===== src/rtl/cla_pkg.sv =====
// Shared constants for the pipelined carry-lookahead adder: op encodings and
// default geometry (64-bit operands, 8-bit lookahead slices, 2 pipeline stages).
package cla_pkg;

  typedef enum logic {
    OP_ADD = 1'b0,
    OP_SUB = 1'b1
  } cla_op_e;

  localparam int DEF_WIDTH  = 64;
  localparam int DEF_BLK    = 8;
  localparam int DEF_STAGES = 2;

endpackage


===== src/rtl/cla_blk.sv =====
// One carry-lookahead slice: generate/propagate per bit, every internal carry
// expanded as a flat sum-of-products of g, p and the slice carry-in.
module cla_blk #(
  parameter int BLK = 8
) (
  input  logic [BLK-1:0] a,
  input  logic [BLK-1:0] b,
  input  logic           ci,
  output logic [BLK-1:0] s,
  output logic           co
);

  logic [BLK-1:0] g;
  logic [BLK-1:0] p;
  logic [BLK:0]   c;

  assign g = a & b;
  assign p = a ^ b;

  // c[i] = g[i-1] | p[i-1]g[i-2] | ... | p[i-1..0]ci, built without a ripple chain
  always_comb begin
    logic pp;
    pp   = 1'b1;
    c    = '0;
    c[0] = ci;
    for (int i = 1; i <= BLK; i++) begin
      pp   = 1'b1;
      c[i] = 1'b0;
      for (int j = i - 1; j >= 0; j--) begin
        c[i] = c[i] | (pp & g[j]);
        pp   = pp & p[j];
      end
      c[i] = c[i] | (pp & ci);
    end
  end

  assign s  = p ^ c[BLK-1:0];
  assign co = c[BLK];

endmodule


===== src/rtl/cla_pipe_adder.sv =====
// Pipelined add/subtract built from cla_blk slices, STAGES register stages deep.
// Define CLA_PIPE_FLAGS_EN to add the registered ovf/zf flag outputs.
module cla_pipe_adder
  import cla_pkg::*;
#(
  parameter int WIDTH  = DEF_WIDTH,
  parameter int BLK    = DEF_BLK,
  parameter int STAGES = DEF_STAGES
) (
  input  logic             clk,
  input  logic             reset_n,
  input  logic             in_valid,
  output logic             in_ready,
  input  logic [WIDTH-1:0] a,
  input  logic [WIDTH-1:0] b,
  input  logic             ci,
  input  logic             op,
  output logic             out_valid,
  input  logic             out_ready,
  output logic [WIDTH-1:0] s,
  output logic             co
`ifdef CLA_PIPE_FLAGS_EN
  ,
  output logic             ovf,
  output logic             zf
`endif
);

  localparam int NBLK = WIDTH / BLK;
  localparam int SPS  = NBLK / STAGES;
  localparam int SW   = SPS * BLK;
  localparam int LAST = STAGES - 1;

  if ((WIDTH % BLK) != 0 || (NBLK % STAGES) != 0) begin : g_bad_cfg
    $error("cla_pipe_adder: WIDTH must be a multiple of BLK and WIDTH/BLK a multiple of STAGES");
  end

  logic [STAGES-1:0] v_q;
  logic [STAGES-1:0] c_q;
  logic [STAGES-1:0] v_in;
  logic [STAGES-1:0] adv;
  logic [WIDTH-1:0]  a_q  [STAGES];
  logic [WIDTH-1:0]  b_q  [STAGES];
  logic [WIDTH-1:0]  s_q  [STAGES];
  logic [WIDTH-1:0]  a_in [STAGES];
  logic [WIDTH-1:0]  b_in [STAGES];
  logic [WIDTH-1:0]  s_in [STAGES];
  logic [WIDTH-1:0]  s_nx [STAGES];
  logic              c_in [STAGES];
  logic              c_nx [STAGES];

  // Handshake: a beat moves across an interface on a rising edge where valid
  // and ready are both 1; a stage advances when empty or when the stage after it
  // advances, so in_ready may rise in the same cycle the output is drained.
  always_comb begin
    v_in      = '0;
    adv       = '0;
    v_in[0]   = in_valid;
    for (int k = 1; k < STAGES; k++) begin
      v_in[k] = v_q[k-1];
    end
    adv[LAST] = !v_q[LAST] || out_ready;
    for (int k = LAST - 1; k >= 0; k--) begin
      adv[k] = !v_q[k] || adv[k+1];
    end
  end

  assign in_ready = !v_q[0] || adv[0];

  for (genvar k = 0; k < STAGES; k++) begin : g_stage
    localparam int LO = k * SW;
    localparam logic [WIDTH-1:0] SMASK = WIDTH'({SW{1'b1}}) << LO;
    logic [SW-1:0] slice_s;

    if (k == 0) begin : g_head
      // Subtract is a + ~b + 1: invert b and force the carry-in.
      assign a_in[0] = a;
      assign b_in[0] = (op == OP_SUB) ? ~b : b;
      assign s_in[0] = '0;
      assign c_in[0] = (op == OP_SUB) ? 1'b1 : ci;
    end else begin : g_body
      assign a_in[k] = a_q[k-1];
      assign b_in[k] = b_q[k-1];
      assign s_in[k] = s_q[k-1];
      assign c_in[k] = c_q[k-1];
    end

    for (genvar j = 0; j < SPS; j++) begin : g_slc
      localparam int LSB = LO + j * BLK;
      logic blk_ci;
      logic blk_co;

      if (j == 0) begin : g_first
        assign blk_ci = c_in[k];
      end else begin : g_next
        assign blk_ci = g_slc[j-1].blk_co;
      end

      cla_blk #(.BLK(BLK)) u_blk (
        .a  (a_in[k][LSB +: BLK]),
        .b  (b_in[k][LSB +: BLK]),
        .ci (blk_ci),
        .s  (slice_s[j*BLK +: BLK]),
        .co (blk_co)
      );
    end

    assign c_nx[k] = g_slc[SPS-1].blk_co;
    assign s_nx[k] = (s_in[k] & ~SMASK) | (WIDTH'(slice_s) << LO);
  end

  // Payload only loads with a valid beat so a bubble never disturbs s/co.
  always_ff @(posedge clk or negedge reset_n) begin
    if (!reset_n) begin
      v_q <= '0;
      c_q <= '0;
      for (int k = 0; k < STAGES; k++) begin
        a_q[k] <= '0;
        b_q[k] <= '0;
        s_q[k] <= '0;
      end
    end else begin
      for (int k = 0; k < STAGES; k++) begin
        if (adv[k]) begin
          v_q[k] <= v_in[k];
          if (v_in[k]) begin
            a_q[k] <= a_in[k];
            b_q[k] <= b_in[k];
            s_q[k] <= s_nx[k];
            c_q[k] <= c_nx[k];
          end
        end
      end
    end
  end

  assign out_valid = v_q[LAST];
  assign s         = s_q[LAST];
  assign co        = c_q[LAST];

`ifdef CLA_PIPE_FLAGS_EN
  logic ovf_q;
  logic zf_q;

  // Carry into the MSB is recovered as a ^ b ^ sum at that bit.
  always_ff @(posedge clk or negedge reset_n) begin
    if (!reset_n) begin
      ovf_q <= 1'b0;
      zf_q  <= 1'b0;
    end else if (adv[LAST] && v_in[LAST]) begin
      ovf_q <= a_in[LAST][WIDTH-1] ^ b_in[LAST][WIDTH-1] ^ s_nx[LAST][WIDTH-1] ^ c_nx[LAST];
      zf_q  <= (s_nx[LAST] == '0);
    end
  end

  assign ovf = ovf_q;
  assign zf  = zf_q;
`endif

endmodule


===== config.mk =====
export PLATFORM = sky130hd
export DESIGN_NAME = cla_pipe_adder
export DESIGN_NICKNAME = d
export VERILOG_FILES = /design/src/rtl/cla_pkg.sv /design/src/rtl/cla_blk.sv /design/src/rtl/cla_pipe_adder.sv
export SDC_FILE = /design/constraint.sdc
export NUM_CORES = 1
export LEC_CHECK = 0
export BUFFER_PORTS_ARGS = -buffer_cell sky130_fd_sc_hd__buf_2
export CORE_ASPECT_RATIO = 1.75
export CORE_MARGIN = 4
export CORE_UTILIZATION = 59
export CTS_BUF_LIST = sky130_fd_sc_hd__clkbuf_16
export DETAILED_ROUTE_END_ITERATION = 6
export PLACE_DENSITY = 0.86
export SETUP_SLACK_MARGIN = 0.2
export SLEW_MARGIN = 25
export SYNTH_ARGS = -nofsm -noshare
export SYNTH_HDL_FRONTEND = slang
export SYNTH_SLANG_ARGS = --single-unit

===== constraint.sdc =====
create_clock -name clk -period 4.4 [get_ports clk]
set_input_delay 0.44 -clock clk [delete_from_list [all_inputs] [get_ports clk]]
set_output_delay 0.44 -clock clk [all_outputs]
set_load 0.02 [all_outputs]

==> flow_metrics.tcl <==
set metrics [dict create \
    cap_viol_max_count 0 \
    cts_setup_buffers 0 \
    antenna_found_initial 5 \
    crit_arrival_ns 3.55 \
    maxSlewViolCount 0 \
    synth-edff-count 0 \
    syn-num-nets 1035 \
    rsz0062_at_grt "no" \
    worst_setup_path_end_kind "flip-flop" \
    dp_hpwl_um 15000 \
    leakagePower_nw 5.19 \
    syn_avg_cell_area_sq_um 10.8 \
    utilization_pct 71.9 \
    multiInputGateArea_sq_mm 0.00465 \
    clkLatencyLatePin_ns 0.41 \
    viasPerCell 5.46 \
    grt_pass1_vias 7109 \
    cts-root-buf "clkbuf_16" \
    core_area_sq_mm 0.0148 \
    clk_path_buf_depth 2 \
    yosys.area.top_type "dfrtp_1" \
    outcome "finished, final reports clean" \
    wirelength_um 19500 \
    place_area_sq_mm 0.0101 \
    tns_ns 0 \
    row_count 59 \
    port_buffers 200 \
    vias 6643 \
    clk_pin_slew_ns 0.07 \
    final-setup-viol-count 0 \
    synth-main-ff-cell "dfrtp_1" \
    grt_max_degree 96 \
    tightest_slew_ns 0.919 \
    die_y_um 171 \
    fill_cells 1136 \
    critPathSlowestCell "fa_1" \
    power_mw 5.68 \
    required_ns 4.70 \
    finalHoldViolCount 0 \
    grt-ovfl-total 0 \
    regArea_sq_mm 0.00410 \
    fin_crit_ns 3.25 \
    hp-class "in -> async" \
    yosys_register_bits 164 \
    pre_cts_ws_ns 0.743 \
    synth_area_leaders "dfrtp_1 46%, ha_1 9.0%, mux2_2 8.8%, xor2_1 5.8%, xnor2_1 5.4%" \
    grt_first_pass_wirelength_um 32200 \
    holdWs_ns 0.116 \
    ir_drop_uv 253 \
    grt_use_total_pct 23.5 \
    wl_per_cell_um 16.0 \
    cpPeakStageDelay_ns 0.47 \
    fin_crit_sh_pct 73.9 \
    ys_warn_count 0 \
    crit_buf_inv 1 \
    ys_seq_area_share_pct 46.0 \
    cts_tree "done" \
    powerDensity_mw_per_mm2 532 \
    synth.distinct_cells 53 \
    cpLargestDelayFamily "compound AO/OA/AOI/OAI gates" \
    synth.cell_area_sq_mm 0.00893 \
    timing.slew.headroom_pct 38.7 \
    die_w_um 101 \
    synthCells 829 \
    design.die.area_sq_mm 0.0172 \
    num_io_pins 201 \
    worstPathMaxFanout 29 \
    drtPass1Iterations 4 \
    drtIter0Drc 163 \
    finalNonFillerCells 1217 \
    drc 0 \
    cts_num_sinks 164 \
    cp_cell_sequence "buf_4 -> xor2_1 -> ha_1 -> and3_1 -> a22oi_1 -> o21ai_0 -> a21o_2 -> a211o_1 -> nand2_1 -> nand2_1 -> fa_1 -> mux2_2" \
    finClkSkew_ns 0.0172 \
    synthDominantCellAreaShare_pct 46.0 \
    cts_inserted_buffers 17 \
    fin_area_sq_mm 0.0107 \
    setup_slack_ns 1.15 \
    crit_path_start_kind "input port" \
    ys_async_sr_fraction_pct 100 \
    layout-drive-gt1-share_pct 30.4 \
    nets 1225 \
    cts_htree_levels 4 \
    cts_resized 0 \
    critical_path.most_common_cell "nand2_1" \
    cts.hold.buffers_added 0 \
    routabilityCongestion 0.839 \
    fmax_ghz 0.307 \
    ant_nets 0 \
    start_util_pct 60.2 \
    crit_type "in -> reg" \
    area_growth_pct 19.5 \
    place_inst 1183 \
]
per-layer routing:
metal,track usage [%],wire length [um],up-vias
met2,45.3,11200,146
met1,24.1,6830,3181
met3,5.26,951,40
met4,9.09,516,6
met5,0,40,-
li1,-,-,3270
sequential cells by signal, summed over array words and instances (netlist names):
register,count
s_in,32
b_in,32
c_q,2
a_in,32
s,64
v_q,2
cells by family after synthesis:
kind of cell | synth area share [%]
AND/OR/NAND/NOR | 8.24
AO/OA/AOI/OAI | 12.9
flip-flops | 46.0
XOR/XNOR | 11.2
adder cells (fa/ha/maj) | 10.8
buffers and inverters | 2.07
multiplexers | 8.83
final cells by class:
type | count | area share, %
Antenna cell | 2 | 0.0469
Clock buffer | 17 | 3.99
Clock inverter | 15 | 1.23
Inverter | 15 | 0.528
Multi-Input combinational cell | 616 | 43.6
Sequential cell | 164 | 38.5
Tap cell | 183 | 2.15
Timing Repair Buffer | 205 | 9.94
report_power, final:
group | internal, mW | total [mW] | switching, mW | leakage [nW]
sequential | 1.96 | 2.21 | 0.246 | 1.98
combinational | 0.876 | 2.07 | 1.19 | 2.94
clock | 0.784 | 1.40 | 0.615 | 0.275
cell usage in the layout (no fill, tap or decap), types with 3 or more instances in the layout:
cell       count
a21oi_1       41
o21ai_0       91
a31oi_1        4
inv_6          5
inv_1         17
o21a_1         4
buf_4          5
dfrtp_1      164
clkinv_4       3
o21ai_1        6
a21o_1        15
xnor2_1       55
a211oi_1       5
buf_2        198
nor3_1         5
nor2_1        12
nand2_1      105
o31ai_1        6
and3_1         6
nand3_1        9
ha_1          64
clkbuf_16     17
xor2_1        59
mux2_2        70
fa_1           8
nand2b_1       8
a211o_1        3
final timing paths:
kind,start,slack [ns],endpoint,cells after the start
worst max register to register,a_in[39],1.20,s[48],11
worst min register to register,s_in[10],0.47,s_in[10],2
min in group clk,a[42],0.26,a_in[42],2
worst min-delay path,reset_n,0.12,s[29],1
worst max-delay path,op,1.15,s_in[24],12
max in group asynchronous,reset_n,3.24,s[2],2
synthesized netlist by cell type, drive strengths merged (2+ instances only):
master and count:
a21o 16, and3 6, xor2 59, or2 2, buf 15, o31a 2
nor3 5, a211oi 6, nand3b 2, nor2 12, xnor2 55, o211ai 2
nor2b 2, o21ai 97, o21a 4, o21bai 2, nand2b 8, o31ai 6
clkbuf 19, a31oi 5, nand2 107, and2 2, a211o 3, fa 8
nand3 9, a21oi 42, ha 64, dfrtp 164, mux2 70, nand4 2
nor4b 2, inv 15, nor3b 2
worst reg2reg max path: cells and delay by family (launching register included):
kind,cells,cell delay (ns)
compound gates,8,1.58
fa+ha+maj,2,0.77
flops,1,0.38
simple gates,1,0.36
Power figures use the tool's default switching activity.
